<file path="config.mk">
export PLATFORM = sky130hd
export DESIGN_NAME = relogio_johnson_param_flat
export DESIGN_NICKNAME = d
export VERILOG_FILES = /design/src/rtl/relogio_johnson_param_if.sv /design/src/rtl/relogio_johnson_param.sv /design/src/flat_wrapper.sv
export SDC_FILE = /design/constraint.sdc
export NUM_CORES = 1
export LEC_CHECK = 0
export ABC_AREA = 1
export BUFFER_PORTS_ARGS = -buffer_cell sky130_fd_sc_hd__buf_2
export CAP_MARGIN = 20
export CELL_PAD_IN_SITES_DETAIL_PLACEMENT = 1
export CELL_PAD_IN_SITES_GLOBAL_PLACEMENT = 1
export CORE_ASPECT_RATIO = 0.6
export CORE_MARGIN = 2
export CORE_UTILIZATION = 45
export DETAILED_ROUTE_END_ITERATION = 12
export PLACE_DENSITY_LB_ADDON = 0.1
export SLEW_MARGIN = 20
export SYNTH_ARGS = -nofsm -noshare
export SYNTH_HDL_FRONTEND = slang
export SYNTH_SLANG_ARGS = --single-unit
</file>
<file path="constraint.sdc">
create_clock -name clk -period 10.5 [get_ports clk]
set_clock_uncertainty 0.2 [all_clocks]
set_input_delay 1.05 -clock clk [delete_from_list [all_inputs] [get_ports clk]]
set_output_delay 1.05 -clock clk [all_outputs]
set_load 0.05 [all_outputs]
</file>
<file path="src/rtl/relogio_johnson_param_if.sv">
// Bus bundle for relogio_johnson_param: load/alarm controls in, Johnson-coded
// time digits and status flags out. The clock core takes the slave side.
interface relogio_johnson_param_if #(
  parameter int N_FAIXAS = 4
);
  logic                LD;
  logic [1:0]          H_in1;
  logic [3:0]          H_in0;
  logic [3:0]          M_in1;
  logic [3:0]          M_in0;
  logic                modo_12h;
  logic                AL_EN;
  logic [4:0]          AL_H;
  logic [5:0]          AL_M;
  logic [4:0]          H_out1_j;
  logic [4:0]          H_out0_j;
  logic [4:0]          M_out1_j;
  logic [4:0]          M_out0_j;
  logic [4:0]          S_out1_j;
  logic [4:0]          S_out0_j;
  logic                pm;
  logic [N_FAIXAS-1:0] faixa;
  logic                tick_s;
  logic                alarme;
  logic                load_err;

  modport master (
    output LD, H_in1, H_in0, M_in1, M_in0, modo_12h, AL_EN, AL_H, AL_M,
    input  H_out1_j, H_out0_j, M_out1_j, M_out0_j, S_out1_j, S_out0_j,
           pm, faixa, tick_s, alarme, load_err
  );

  modport slave (
    input  LD, H_in1, H_in0, M_in1, M_in0, modo_12h, AL_EN, AL_H, AL_M,
    output H_out1_j, H_out0_j, M_out1_j, M_out0_j, S_out1_j, S_out0_j,
           pm, faixa, tick_s, alarme, load_err
  );
endinterface

</file>
<file path="src/rtl/relogio_johnson_param.sv">
// Parametrised HH:MM:SS real-time clock. Time is held internally as 24h BCD
// digits; the display path converts to 12h on demand and Johnson-codes every
// digit. Includes a seconds prescaler, one-hot second-band indicator,
// validated load, and a timed alarm.
module relogio_johnson_param #(
  parameter int TICK_DIV  = 100_000_000,
  parameter int N_FAIXAS  = 4,
  parameter int ALARM_LEN = 30
) (
  input logic                   clk,
  input logic                   reset,
  relogio_johnson_param_if.slave bus
);

  localparam int PW   = (TICK_DIV > 1) ? $clog2(TICK_DIV) : 1;
  localparam int TW   = $clog2(ALARM_LEN + 1);
  localparam int BAND = 60 / N_FAIXAS;
  localparam logic [PW-1:0] PRESC_MAX  = PW'(TICK_DIV - 1);
  localparam logic [TW-1:0] ALARM_INIT = TW'(ALARM_LEN);

  typedef struct packed {
    logic [1:0] h1;
    logic [3:0] h0;
    logic [3:0] m1;
    logic [3:0] m0;
    logic [3:0] s1;
    logic [3:0] s0;
  } bcd_time_t;

  bcd_time_t       cur;
  bcd_time_t       nxt;
  logic [PW-1:0]   presc;
  logic [TW-1:0]   al_timer;
  logic            alarme_q;
  logic            load_err_q;
  logic            tick;
  logic            load_ok;
  logic            al_match;
  logic [5:0]      h_bin;
  logic [5:0]      s_bin;
  logic [3:0]      disp_h1;
  logic [3:0]      disp_h0;
  logic            pm_w;
  logic [N_FAIXAS-1:0] faixa_w;

  function automatic logic [4:0] johnson(input logic [3:0] d);
    case (d)
      4'd0:    return 5'b00000;
      4'd1:    return 5'b00001;
      4'd2:    return 5'b00011;
      4'd3:    return 5'b00111;
      4'd4:    return 5'b01111;
      4'd5:    return 5'b11111;
      4'd6:    return 5'b11110;
      4'd7:    return 5'b11100;
      4'd8:    return 5'b11000;
      4'd9:    return 5'b10000;
      default: return 5'b00000;
    endcase
  endfunction

  function automatic logic [5:0] to_bin(input logic [3:0] tens, input logic [3:0] units);
    return 6'(tens) * 6'd10 + 6'(units);
  endfunction

  // A second elapses when the prescaler wraps; any load request suppresses it.
  assign tick = (presc == PRESC_MAX) && !bus.LD;

  assign load_ok = (bus.H_in1 <= 2'd2) && (bus.H_in0 <= 4'd9) &&
                   ((bus.H_in1 != 2'd2) || (bus.H_in0 <= 4'd3)) &&
                   (bus.M_in1 <= 4'd5) && (bus.M_in0 <= 4'd9);

  // Time one second ahead of the current one, with BCD carries and day wrap.
  always_comb begin
    // NOTE: assign a default first so every path drives nxt and no latch is inferred.
    nxt = cur;
    if (cur.s0 != 4'd9) begin
      nxt.s0 = cur.s0 + 4'd1;
    end else begin
      nxt.s0 = 4'd0;
      if (cur.s1 != 4'd5) begin
        nxt.s1 = cur.s1 + 4'd1;
      end else begin
        nxt.s1 = 4'd0;
        if (cur.m0 != 4'd9) begin
          nxt.m0 = cur.m0 + 4'd1;
        end else begin
          nxt.m0 = 4'd0;
          if (cur.m1 != 4'd5) begin
            nxt.m1 = cur.m1 + 4'd1;
          end else begin
            nxt.m1 = 4'd0;
            if (cur.h1 == 2'd2 && cur.h0 == 4'd3) begin
              nxt.h1 = 2'd0;
              nxt.h0 = 4'd0;
            end else if (cur.h0 == 4'd9) begin
              nxt.h1 = cur.h1 + 2'd1;
              nxt.h0 = 4'd0;
            end else begin
              nxt.h0 = cur.h0 + 4'd1;
            end
          end
        end
      end
    end
  end

  // The alarm fires only on the tick that lands exactly on AL_H:AL_M:00.
  assign al_match = bus.AL_EN &&
                    (6'(bus.AL_H) == to_bin({2'b00, nxt.h1}, nxt.h0)) &&
                    (bus.AL_M == to_bin(nxt.m1, nxt.m0)) &&
                    (nxt.s1 == 4'd0) && (nxt.s0 == 4'd0);

  // Timekeeping: load takes priority over the tick; invalid loads leave state alone.
  always_ff @(posedge clk or posedge reset) begin
    if (reset) begin
      cur   <= '0;
      presc <= '0;
    end else if (bus.LD) begin
      if (load_ok) begin
        // NOTE: non-blocking assignments keep every register sampling pre-edge values.
        cur   <= '{h1: bus.H_in1, h0: bus.H_in0, m1: bus.M_in1, m0: bus.M_in0,
                   s1: 4'd0, s0: 4'd0};
        presc <= '0;
      end
    end else if (tick) begin
      cur   <= nxt;
      presc <= '0;
    end else begin
      presc <= presc + PW'(1);
    end
  end

  // Rejected-load flag, high for the cycle after an invalid LD edge.
  always_ff @(posedge clk or posedge reset) begin
    if (reset) begin
      load_err_q <= 1'b0;
    end else begin
      load_err_q <= bus.LD && !load_ok;
    end
  end

  // Alarm: trigger on a matching tick, count down one per tick, disable clears at once.
  always_ff @(posedge clk or posedge reset) begin
    if (reset) begin
      alarme_q <= 1'b0;
      al_timer <= '0;
    end else if (!bus.AL_EN) begin
      alarme_q <= 1'b0;
      al_timer <= '0;
    end else if (tick) begin
      if (al_match) begin
        alarme_q <= 1'b1;
        al_timer <= ALARM_INIT;
      end else if (al_timer != '0) begin
        al_timer <= al_timer - TW'(1);
        if (al_timer == TW'(1)) alarme_q <= 1'b0;
      end
    end
  end

  assign h_bin = to_bin({2'b00, cur.h1}, cur.h0);
  assign s_bin = to_bin(cur.s1, cur.s0);

  // Hour display digits: 24h straight through, or 12h with midnight shown as 12.
  always_comb begin
    disp_h1 = {2'b00, cur.h1};
    disp_h0 = cur.h0;
    pm_w    = 1'b0;
    if (bus.modo_12h) begin
      if (h_bin == 6'd0) begin
        disp_h1 = 4'd1;
        disp_h0 = 4'd2;
      end else if (h_bin >= 6'd12) begin
        pm_w = 1'b1;
        if (h_bin >= 6'd22) begin
          disp_h1 = 4'd1;
          disp_h0 = 4'(h_bin - 6'd22);
        end else if (h_bin >= 6'd13) begin
          disp_h1 = 4'd0;
          disp_h0 = 4'(h_bin - 6'd12);
        end
      end
    end
  end

  // One-hot second band: bit k set while k*BAND <= S < (k+1)*BAND.
  always_comb begin
    faixa_w = '0;
    for (int k = 0; k < N_FAIXAS; k++) begin
      faixa_w[k] = (s_bin >= 6'(k * BAND)) && (s_bin < 6'((k + 1) * BAND));
    end
  end

  assign bus.H_out1_j = johnson(disp_h1);
  assign bus.H_out0_j = johnson(disp_h0);
  assign bus.M_out1_j = johnson(cur.m1);
  assign bus.M_out0_j = johnson(cur.m0);
  assign bus.S_out1_j = johnson(cur.s1);
  assign bus.S_out0_j = johnson(cur.s0);
  assign bus.pm       = pm_w;
  assign bus.faixa    = faixa_w;
  assign bus.tick_s   = tick;
  assign bus.alarme   = alarme_q;
  assign bus.load_err = load_err_q;

endmodule

</file>
<file path="src/flat_wrapper.sv">
// flat-port wrapper written by rule: the top's interface ports become plain ports
module relogio_johnson_param_flat 
#(
  parameter int TICK_DIV  = 100_000_000,
  parameter int N_FAIXAS  = 4,
  parameter int ALARM_LEN = 30
)
  (clk, reset, bus_LD, bus_H_in1, bus_H_in0, bus_M_in1, bus_M_in0, bus_modo_12h, bus_AL_EN, bus_AL_H, bus_AL_M, bus_H_out1_j, bus_H_out0_j, bus_M_out1_j, bus_M_out0_j, bus_S_out1_j, bus_S_out0_j, bus_pm, bus_faixa, bus_tick_s, bus_alarme, bus_load_err);
  relogio_johnson_param_if #(.N_FAIXAS(N_FAIXAS)) bus_i ();
  input logic clk;
  input logic reset;
  input wire logic [$bits(bus_i.LD)-1:0] bus_LD;
  input wire logic [$bits(bus_i.H_in1)-1:0] bus_H_in1;
  input wire logic [$bits(bus_i.H_in0)-1:0] bus_H_in0;
  input wire logic [$bits(bus_i.M_in1)-1:0] bus_M_in1;
  input wire logic [$bits(bus_i.M_in0)-1:0] bus_M_in0;
  input wire logic [$bits(bus_i.modo_12h)-1:0] bus_modo_12h;
  input wire logic [$bits(bus_i.AL_EN)-1:0] bus_AL_EN;
  input wire logic [$bits(bus_i.AL_H)-1:0] bus_AL_H;
  input wire logic [$bits(bus_i.AL_M)-1:0] bus_AL_M;
  output wire logic [$bits(bus_i.H_out1_j)-1:0] bus_H_out1_j;
  output wire logic [$bits(bus_i.H_out0_j)-1:0] bus_H_out0_j;
  output wire logic [$bits(bus_i.M_out1_j)-1:0] bus_M_out1_j;
  output wire logic [$bits(bus_i.M_out0_j)-1:0] bus_M_out0_j;
  output wire logic [$bits(bus_i.S_out1_j)-1:0] bus_S_out1_j;
  output wire logic [$bits(bus_i.S_out0_j)-1:0] bus_S_out0_j;
  output wire logic [$bits(bus_i.pm)-1:0] bus_pm;
  output wire logic [$bits(bus_i.faixa)-1:0] bus_faixa;
  output wire logic [$bits(bus_i.tick_s)-1:0] bus_tick_s;
  output wire logic [$bits(bus_i.alarme)-1:0] bus_alarme;
  output wire logic [$bits(bus_i.load_err)-1:0] bus_load_err;
  assign bus_i.LD = bus_LD;
  assign bus_i.H_in1 = bus_H_in1;
  assign bus_i.H_in0 = bus_H_in0;
  assign bus_i.M_in1 = bus_M_in1;
  assign bus_i.M_in0 = bus_M_in0;
  assign bus_i.modo_12h = bus_modo_12h;
  assign bus_i.AL_EN = bus_AL_EN;
  assign bus_i.AL_H = bus_AL_H;
  assign bus_i.AL_M = bus_AL_M;
  assign bus_H_out1_j = bus_i.H_out1_j;
  assign bus_H_out0_j = bus_i.H_out0_j;
  assign bus_M_out1_j = bus_i.M_out1_j;
  assign bus_M_out0_j = bus_i.M_out0_j;
  assign bus_S_out1_j = bus_i.S_out1_j;
  assign bus_S_out0_j = bus_i.S_out0_j;
  assign bus_pm = bus_i.pm;
  assign bus_faixa = bus_i.faixa;
  assign bus_tick_s = bus_i.tick_s;
  assign bus_alarme = bus_i.alarme;
  assign bus_load_err = bus_i.load_err;
  relogio_johnson_param #(.TICK_DIV(TICK_DIV), .N_FAIXAS(N_FAIXAS), .ALARM_LEN(ALARM_LEN)) u_core (.clk(clk), .reset(reset), .bus(bus_i));
endmodule
</file>
==> results.yml, run 1 <==
routing:
  route.detailed.drc: 0
  drt_pass1_iterations: 4
  ant_nets: 0
  vias_per_cell: 5.39
  totalWireLength_mm: 16.3
  wl_per_cell_um: 16.0
  vias: 5490
  drt-initial-drc-count: 242
floorplanning:
  io_pins: 68
  initial_core_util_pct: 46.3
  core_area_sq_mm: 0.0113
  die_width_um: 143
  die_y_um: 87.6
  dieArea_sq_mm: 0.0126
  fp-row-count: 30
clock_network:
  cts_resized: 0
  clkTransAtPathRegs_ns: 0.08
  cts_max_level: 2
  clk_latency_ns: 0.30
  clock-sinks: 56
  cts_buffers: 5
  cts_tree: "built"
  cts_buffer_depth: 2
  cts_hold_buf: 0
  cts_setup_buffers: 0
  root_buffer: "clkbuf_16"
yosys:
  synth-async-reset-ratio_pct: 100
  synth_cell_types: 45
  synth_edf_count: 0
  syn_area_per_cell_sq_um: 6.58
  synth-seq-cells: 56
  synth_area_sq_mm: 0.00525
  yosysSeqAreaShare_pct: 26.7
  yosysWarnings: 0
  yosys_most_used_dff: "dfrtp_1"
  syn-instance-count: 798
placed_design:
  gp_congestion: 0.874
  hpwl_mm: 13.2
  portBuffers: 65
outcome:
  status: "finished, final reports clean"
hold_path:
  hold_class: "flip-flop to flip-flop"
timing:
  finalSetupViolCount: 0
  tightest_slew_ns: 0.810
  fin_setup_tns_ns: 0
  timing.final.crit_share_pct: 45.5
  timing.final.crit_period_ns: 4.77
  hold_violations: 0
  slew_headroom_pct: 45.8
  fmax_mhz: 209
  rsz0062_at_grt: "false"
  report.final.slew_viol_count: 0
power_and_ir_drop:
  p_leak_uw: 0.00305
  p_total_uw: 1410
  p_per_area_mw_per_mm2: 241
  peakVddDrop_mv: 0.160
grt:
  grt_overflow: 0
  grt_max_degree: 57
  grt_pass1_vias: 5445
  antenna_found_initial: 0
  grt_util_all_layers_pct: 26.9
  grt_pass1_wl_mm: 27.0
setup_path:
  crit_top_cell: "nand2_1"
  worstPathMaxFanout: 6
  required_ns: 9.25
  cp_slowest_cell: "dfrtp_1"
  cp_data_arrival_time_ns: 3.52
  cp_slowest_stage_delay_ns: 0.44
  worst_setup_path_start_kind: "flip-flop"
  crit_chain: "ha_1, fa_1, or2_2, nand2_1, inv_1, ha_1, a21oi_1, inv_1, nand3_1, nand3_1, a21oi_1, nand2_1, nor2_1, nand2_1, nand2_1, buf_2"
  crit_type: "flip-flop to primary output"
  cp-end-kind: "primary output"
finish:
  nets: 925
  layout-drive-gt1-share_pct: 13.1
  syn_to_final_growth_pct: 11.5
  diodes: 0
flow_run:
  cap_violations: 0
==> worst max-delay path: cells and delay by family, from the launching register on <==
| family | cells | cell delay [ns] |
|---|---|---|
| flops | 1 | 0.44 |
| fa+ha+maj | 3 | 0.82 |
| buf+inv | 3 | 0.49 |
| compound gates | 2 | 0.41 |
| simple gates | 8 | 1.06 |
==> synthesized netlist by cell type, types with 2 or more instances <==
| cell type | number | area [sq um] |
|---|---|---|
| nand2_1 | 209 | 785 |
| inv_1 | 117 | 439 |
| nor2_1 | 84 | 315 |
| nand3_1 | 59 | 295 |
| o21ai_0 | 59 | 295 |
| dfrtp_1 | 56 | 1400 |
| ha_1 | 34 | 425 |
| o22ai_1 | 29 | 181 |
| xor2_1 | 24 | 210 |
| a21oi_1 | 14 | 70.1 |
| nor3_1 | 12 | 60.1 |
| nand2_2 | 9 | 56.3 |
| nand4_1 | 8 | 50.1 |
| buf_2 | 7 | 35.0 |
| clkbuf_1 | 6 | 22.5 |
| inv_2 | 6 | 22.5 |
| nor2_2 | 5 | 31.3 |
| xnor2_1 | 5 | 43.8 |
| fa_1 | 4 | 80.1 |
| nand3_2 | 4 | 40.0 |
| o31ai_1 | 4 | 30.0 |
| a31oi_1 | 3 | 18.8 |
| nor2_4 | 3 | 33.8 |
| nor4_1 | 3 | 18.8 |
| o211ai_1 | 3 | 22.5 |
| o21ai_1 | 3 | 15.0 |
| or2_2 | 3 | 18.8 |
| a211oi_1 | 2 | 15.0 |
| a22oi_1 | 2 | 15.0 |
| buf_4 | 2 | 15.0 |
| nand2_4 | 2 | 22.5 |
| nand3_4 | 2 | 35.0 |
| o21ai_2 | 2 | 17.5 |
| o32ai_1 | 2 | 17.5 |
==> cells by family after synthesis <==
family	share of synthesized area, %
compound gates	13.9
flops	26.7
fa+ha+maj	9.63
simple gates	34.3
xor+xnor	4.84
buf+inv	10.5
other cells	0.0715
==> area by class of cell <==
| class | instances | area, sq um |
|---|---|---|
| inverter | 124 | 465 |
| sequential | 56 | 1400 |
| timing repair buffer | 67 | 340 |
| clock inverter | 2 | 16.3 |
| clock buffer | 6 | 129 |
| multi-input combinational | 603 | 3300 |
| fill | 1617 | 5480 |
| tap | 160 | 200 |
==> sequential cells by signal, indices dropped and copies added, names as in the netlist <==
signal               count
u_core.al_timer          5
u_core.bus.alarme        1
u_core.bus.load_err      1
u_core.cur              22
u_core.presc            27
==> worst paths after layout <==
kind	from	endpoint	slack [ns]	cells after the start
worst max-delay path	u_core.cur[20]	bus_H_out0_j[3]	5.73	16
worst min-delay path	u_core.bus.alarme	u_core.bus.alarme	0.27	2
worst max register to register	u_core.cur[0]	u_core.bus.alarme	6.10	21
worst min register to register	u_core.bus.alarme	u_core.bus.alarme	0.27	2
max in group asynchronous	reset	u_core.cur[6]	8.83	3
min in group asynchronous	reset	u_core.bus.alarme	0.75	3
==> report_power, final <==
part | leakage [uW] | internal, uW | switching, uW
clock | 0.0000671 | 89.5 | 86.0
combinational | 0.00226 | 264 | 664
sequential | 0.000729 | 253 | 57.4
==> per-layer routing <==
layer | track usage [%] | up-vias | wire [um]
met5 | 0 | - | 0
met3 | 2.84 | 6 | 698
met2 | 43.1 | 103 | 7180
met1 | 40.4 | 2681 | 8280
met4 | 3.83 | 0 | 96
li1 | - | 2700 | -
==> layout by cell type, fill, tap and decap left out, drive strengths merged <==
cell,instances
a211oi,2
a21o,1
a21oi,14
a22oi,2
a31oi,3
a32o,1
and3,1
buf,67
clkbuf,6
clkinv,2
clkinvlp,1
conb,2
dfrtp,56
fa,4
ha,34
inv,123
nand2,220
nand3,65
nand3b,1
nand4,8
nor2,93
nor3,12
nor4,3
o211ai,3
o21ai,64
o21bai,1
o22ai,29
o311ai,1
o31ai,4
o32ai,2
or2,4
xnor2,5
xor2,24
==> metrics by stage <==
step	hold WS [ns]	setup WS (ns)	utilization [%]	instance area, sq um	cells
2_1_floorplan	0.271	5.87	-	5250	799
3_3_place_gp	0.252	6.25	50.4	5710	1010
3_5_place_dp	0.255	6.06	50.4	5710	1010
4_1_cts	0.273	5.72	51.6	5850	1018
5_1_grt	0.299	5.37	51.6	5850	1018
6_report	0.269	5.73	51.6	5850	1018
Note: power is estimated with default switching activity, not from simulation.
==> run 2, diff against run 1 <==
Settings changed: CORE_UTILIZATION 45 to 42.
Clock period 10.5 ns to 4.8 ns, I/O delays scaled along.
==> run 2 against run 1 <==
Largest cell class unchanged; design area up 0.45%; final cell count up 0.69%; core utilization down 3.2 points; die area up 6.9%; clock power up 130%; wire length up 4.5%; highest routed layer unchanged; sequential power up 120%; largest power group unchanged; flip-flop and latch count unchanged; non-clock buffer count up 2; via count about the same; hold slack worse by 0.035 ns.
==> results.yml, run 2 (synthesis gave the netlist of run 1 again) <==
outcome:
  status: "finished, final reports clean"
power_and_ir_drop:
  p_per_area_mw_per_mm2: 528
  power_switching_uw: 1780
  clockPowerShare_pct: 12.7
  seqPwrFrac_pct: 22.0
  p_sw_share_pct: 57.3
  p_int_uw: 1330
  peakVddDrop_mv: 0.337
  comb_power_share_pct: 65.3
  p_leak_uw: 0.00307
clock_network:
  cts_setup_buffers: 0
  cts_max_level: 2
  clock-sinks: 56
  clk_latency_ns: 0.30
  cts_buffer_depth: 2
  cts_resized: 0
  root_buffer: "clkbuf_16"
  clkTransAtPathRegs_ns: 0.08
  cts_buffers: 5
  cts_tree: "built"
timing:
  finalSetupViolCount: 0
  tightest_slew_ns: 0.676
  fmax_mhz: 235
  fin_setup_tns_ns: 0
  timing.final.crit_period_ns: 4.25
  report.final.slew_viol_count: 0
  hold_slack_ns: 0.235
  hold_violations: 0
  rsz0062_at_grt: "false"
  slew_headroom_pct: 54.8
  timing.final.crit_share_pct: 88.6
routing:
  vias: 5493
  totalWireLength_mm: 17.0
  drt_pass1_iterations: 4
  ant_nets: 0
  route.detailed.drc: 0
  vias_per_cell: 5.36
  drt-initial-drc-count: 214
  wl_per_cell_um: 16.6
finish:
  stdcell_count: 1025
  largest_reg_flops: 27
  final_common_cell: "nand2_1"
  largest_registers: "u_core.presc (27), u_core.cur (22), u_core.al_timer (5)"
  top_register: "u_core.presc"
  diodes: 0
  layout-drive-gt1-share_pct: 13.3
  final_cell_mix: "nand2_1, inv_1, nor2_1"
  nets: 927
  syn_to_final_growth_pct: 12.0
setup_path:
  cp-end-kind: "flip-flop"
  cp_data_arrival_time_ns: 4.28
  worstPathMaxFanout: 12
  ff2ff_setup_slack_ns: 0.55
  reg2reg_depth: 19
  timing.rr.start: "u_core.cur[2]"
  r2r_end: "u_core.al_timer[2]"
  required_ns: 4.83
  crit_type: "flip-flop to flip-flop"
  worst_setup_path_start_kind: "flip-flop"
grt:
  antenna_found_initial: 0
  grt_overflow: 0
  grt_max_degree: 41
  grt_pass1_wl_mm: 28.1
  grt_pass1_vias: 5566
  grt_util_all_layers_pct: 25.9
placed_design:
  hpwl_mm: 13.6
  portBuffers: 65
  dp_cells: 1016
  gp_congestion: 0.852
floorplanning:
  dieArea_sq_mm: 0.0134
  initial_core_util_pct: 43.2
  die_y_um: 90.6
  core_area_sq_mm: 0.0121
  die_width_um: 148
  fp-row-count: 31
  io_pins: 68
flow_run:
  cap_violations: 0
hold_path:
  whs_endpoint: "u_core.cur[16]"
  worstHoldStart: "bus_H_in0[0]"
  hold_class: "input port to flip-flop"
  min_path_cells: 3
## run 2: cell count changes in the layout (fill, tap and decap cells not counted)
cell,change
clkbuf_1,-1
clkinv_2,+1
inv_6,+1
buf_4,+1
dlygate4sd3_1,+1
clkinvlp_4,-1
## run 2: through the flow
| step | util, % | total power (uW) | area (sq um) | worst slack, ns |
|---|---|---|---|---|
| after floorplan | - | 2190 | 5250 | 0.740 |
| after global placement | 47.1 | 2600 | 5720 | 0.833 |
| after detailed placement | 47.1 | 2700 | 5720 | 0.624 |
| after CTS | 48.4 | 3110 | 5880 | 0.566 |
| after global routing | 48.4 | 3360 | 5880 | 0.211 |
| final | 48.4 | 3110 | 5880 | 0.548 |
## run 2: how the worst max path moves through the flow
stage	to	slack, ns	from	depth (start not counted)
after floorplan	bus_H_out0_j[2]	0.74	u_core.cur[20]	11
after global placement	u_core.bus.alarme	0.83	u_core.cur[2]	27
after detailed placement	u_core.bus.alarme	0.62	u_core.cur[2]	27
after CTS	bus_H_out0_j[3]	0.57	u_core.cur[20]	16
after global routing	bus_H_out0_j[3]	0.21	u_core.cur[20]	16
final	u_core.al_timer[2]	0.55	u_core.cur[2]	19
## run 2: worst max-delay path, stage by stage (launching register included)
cell,delay [ns]
dfrtp_1,0.49
inv_2,0.14
nand2_2,0.08
nor2_4,0.35
nand3_4,0.20
nor2_2,0.17
nand2_1,0.10
xor2_1,0.14
nor2_1,0.19
ha_1,0.21
inv_1,0.06
fa_1,0.54
o21ai_0,0.11
nor4_1,0.34
nand4_1,0.21
nor3_1,0.22
nand3_1,0.20
nand2_1,0.11
nand2_1,0.05
o21ai_1,0.07
## run 2: cell type report
type | count | area [sq um]
fillers | 1661 | 6260
repair buffers | 69 | 358
clock buffers | 5 | 125
flip-flops and latches | 56 | 1400
well taps | 165 | 206
clock inverters | 3 | 22.5
inverters | 124 | 465
multi-input cells | 603 | 3300
## run 2: repair_timing
| item | in CTS | in global routing |
|---|---|---|
| endpoints found under the hold margin | 16 | 0 |
| endpoints found under the setup margin | 0 | 0 |
| hold buffers | 1 | 0 |
## run 2: power by group through the flow
stage | registers, uW | clock network, uW | logic [uW]
floorplan | 648 | 0 | 1540
CTS | 679 | 404 | 2020
global route | 699 | 425 | 2230
global placement | 681 | 0 | 1920
finish | 682 | 394 | 2030
detailed placement | 688 | 0 | 2010
## run 2: routing by layer
metal / global-route usage [%] / up-vias / wire length (um)
met5: 0 / - / 0
met2: 41.6 / 92 / 7570
met3: 3.28 / 9 / 652
met4: 2.86 / 0 / 72
li1: - / 2699 / -
met1: 38.5 / 2693 / 8690
==> run 3, diff against run 2 <==
==> constraint.sdc (replaced) <==
create_clock -name clk -period 4.8 [get_ports clk]
set_clock_uncertainty 0.2 [all_clocks]
set_input_delay 0.24 -clock clk [delete_from_list [all_inputs] [get_ports clk]]
set_output_delay 0.24 -clock clk [all_outputs]
set_load 0.05 [all_outputs]
==> run 3 against run 2 <==
Critical path depth increased by 7; fmax is 0.23% lower; clock power shrank 2%; clock-buffer cell count increased by 1; via count up 0.24%; total power decreased by 0.30%; wire length fell by 1.0%; non-clock buffer count did not move; combinational power about the same; core utilization about the same; design area is essentially flat; global-route usage up 0.065 points; highest routed layer unchanged.
==> results.yml, run 3 (synthesis gave the netlist of run 1 again) <==
outcome:
  status: "finished, final reports clean"
clock_network:
  cts_setup_buffers: 0
  root_buffer: "clkbuf_16"
  cts_max_level: 2
  cts_buffers: 5
  cts_tree: "built"
  clock-sinks: 56
  cts_buffer_depth: 2
  cts_hold_buf: 1
  cts_resized: 0
  clk_latency_ns: 0.31
  clkTransAtPathRegs_ns: 0.08
routing:
  drt_pass1_iterations: 4
  vias_per_cell: 5.37
  drt-initial-drc-count: 260
  vias: 5506
  ant_nets: 0
  route.detailed.drc: 0
  totalWireLength_mm: 16.8
  wl_per_cell_um: 16.4
grt:
  grt_max_degree: 57
  grt_pass1_wl_mm: 28.2
  grt_pass1_vias: 5584
  grt_util_all_layers_pct: 26.0
  antenna_found_initial: 0
  grt_overflow: 0
timing:
  rsz0062_at_grt: "false"
  timing.final.crit_share_pct: 88.8
  report.final.slew_viol_count: 0
  slew_headroom_pct: 47.8
  timing.final.crit_period_ns: 4.26
  finalWorstSetupSlack_ns: 0.538
  finalSetupViolCount: 0
  hold_violations: 0
  fmax_mhz: 235
  tightest_slew_ns: 0.783
  hold_slack_ns: 0.00337
  fin_setup_tns_ns: 0
finish:
  final_common_cell: "nand2_1"
  stdcell_count: 1025
  diodes: 0
  largest_registers: "u_core.presc (27), u_core.cur (22), u_core.al_timer (5)"
  top_register: "u_core.presc"
  design_area_sq_mm: 0.00588
  layout-drive-gt1-share_pct: 13.1
  largest_reg_flops: 27
  final_cell_mix: "nand2_1, inv_1, nor2_1"
  nets: 927
  syn_to_final_growth_pct: 12.0
power_and_ir_drop:
  peakVddDrop_mv: 0.348
  p_int_uw: 1330
  p_per_area_mw_per_mm2: 527
  power_switching_uw: 1770
  p_leak_uw: 0.00306
  comb_power_share_pct: 65.5
  clockPowerShare_pct: 12.5
  seqPwrFrac_pct: 22.0
  p_sw_share_pct: 57.2
placed_design:
  dp_cells: 1016
  place_area_sq_mm: 0.00572
  place_ws_ns: 0.564
  hpwl_mm: 13.4
  portBuffers: 65
  gp_congestion: 0.845
setup_path:
  worstPathMaxFanout: 12
  cp-end-kind: "flip-flop"
  required_ns: 4.80
  timing.rr.start: "u_core.cur[0]"
  cp_data_arrival_time_ns: 4.26
  cp_slowest_stage_delay_ns: 0.57
  critical_path.startpoint: "u_core.cur[0]"
  cp_slowest_cell: "dfrtp_1"
  crit_end: "u_core.bus.alarme"
  r2r_end: "u_core.bus.alarme"
  ff2ff_setup_slack_ns: 0.54
  crit_top_cell: "nand2_1"
  worst_setup_path_start_kind: "flip-flop"
  reg2reg_depth: 26
  crit_type: "flip-flop to flip-flop"
floorplanning:
  core_area_sq_mm: 0.0121
  initial_core_util_pct: 43.2
  die_width_um: 148
  dieArea_sq_mm: 0.0134
  die_y_um: 90.6
  fp-row-count: 31
  io_pins: 68
flow_run:
  cap_violations: 0
hold_path:
  hold_class: "input port to flip-flop"
run 3: per-stage QoR:
step,total power [uW],util [%]
after detailed placement,2700,47.1
after CTS,3100,48.4
after global placement,2600,47.1
after floorplan,2190,-
final,3100,48.4
after global routing,3360,48.4
run 3: cell type report:
| type | count | area (sq um) |
|---|---|---|
| Multi-Input combinational cell | 603 | 3300 |
| Fill cell | 1663 | 6260 |
| Clock buffer | 6 | 129 |
| Sequential cell | 56 | 1400 |
| Timing Repair Buffer | 69 | 358 |
| Inverter | 124 | 465 |
| Tap cell | 165 | 206 |
| Clock inverter | 2 | 16.3 |
run 3: worst max-delay path: cells and delay by family (launching register included):
kind | cells | cell delay [ns]
fa+ha+maj | 2 | 0.72
buf+inv | 2 | 0.12
flops | 1 | 0.57
xor+xnor | 1 | 0.14
simple gates | 21 | 2.39
run 3: worst min-delay path by stage:
stage	endpoint	cells after the start	startpoint	slack, ns
global placement	u_core.bus.alarme	2	u_core.bus.alarme	0.26
floorplan	u_core.cur[16]	2	bus_H_in0[0]	0.19
detailed placement	u_core.bus.alarme	2	u_core.bus.alarme	0.27
finish	u_core.cur[16]	3	bus_H_in0[0]	0.003
CTS	u_core.cur[16]	3	bus_H_in0[0]	0.004
global route	u_core.cur[12]	3	bus_M_in1[0]	0.03
run 3: routing by layer:
metal / up-vias / track usage [%] / part of all wire (%)
met2: 88 / 41.6 / 44
met5: - / 0 / 0
li1: 2707 / - / -
met3: 11 / 3.69 / 3.4
met4: 0 / 3.97 / 0.63
met1: 2700 / 38.0 / 52
run 3: power by group through the flow:
stage / registers (uW) / logic, uW / clock network [uW]
after global placement: 681 / 1920 / 0
after detailed placement: 686 / 2010 / 0
final: 680 / 2030 / 388
after CTS: 677 / 2030 / 399
after global routing: 697 / 2250 / 413
after floorplan: 648 / 1540 / 0
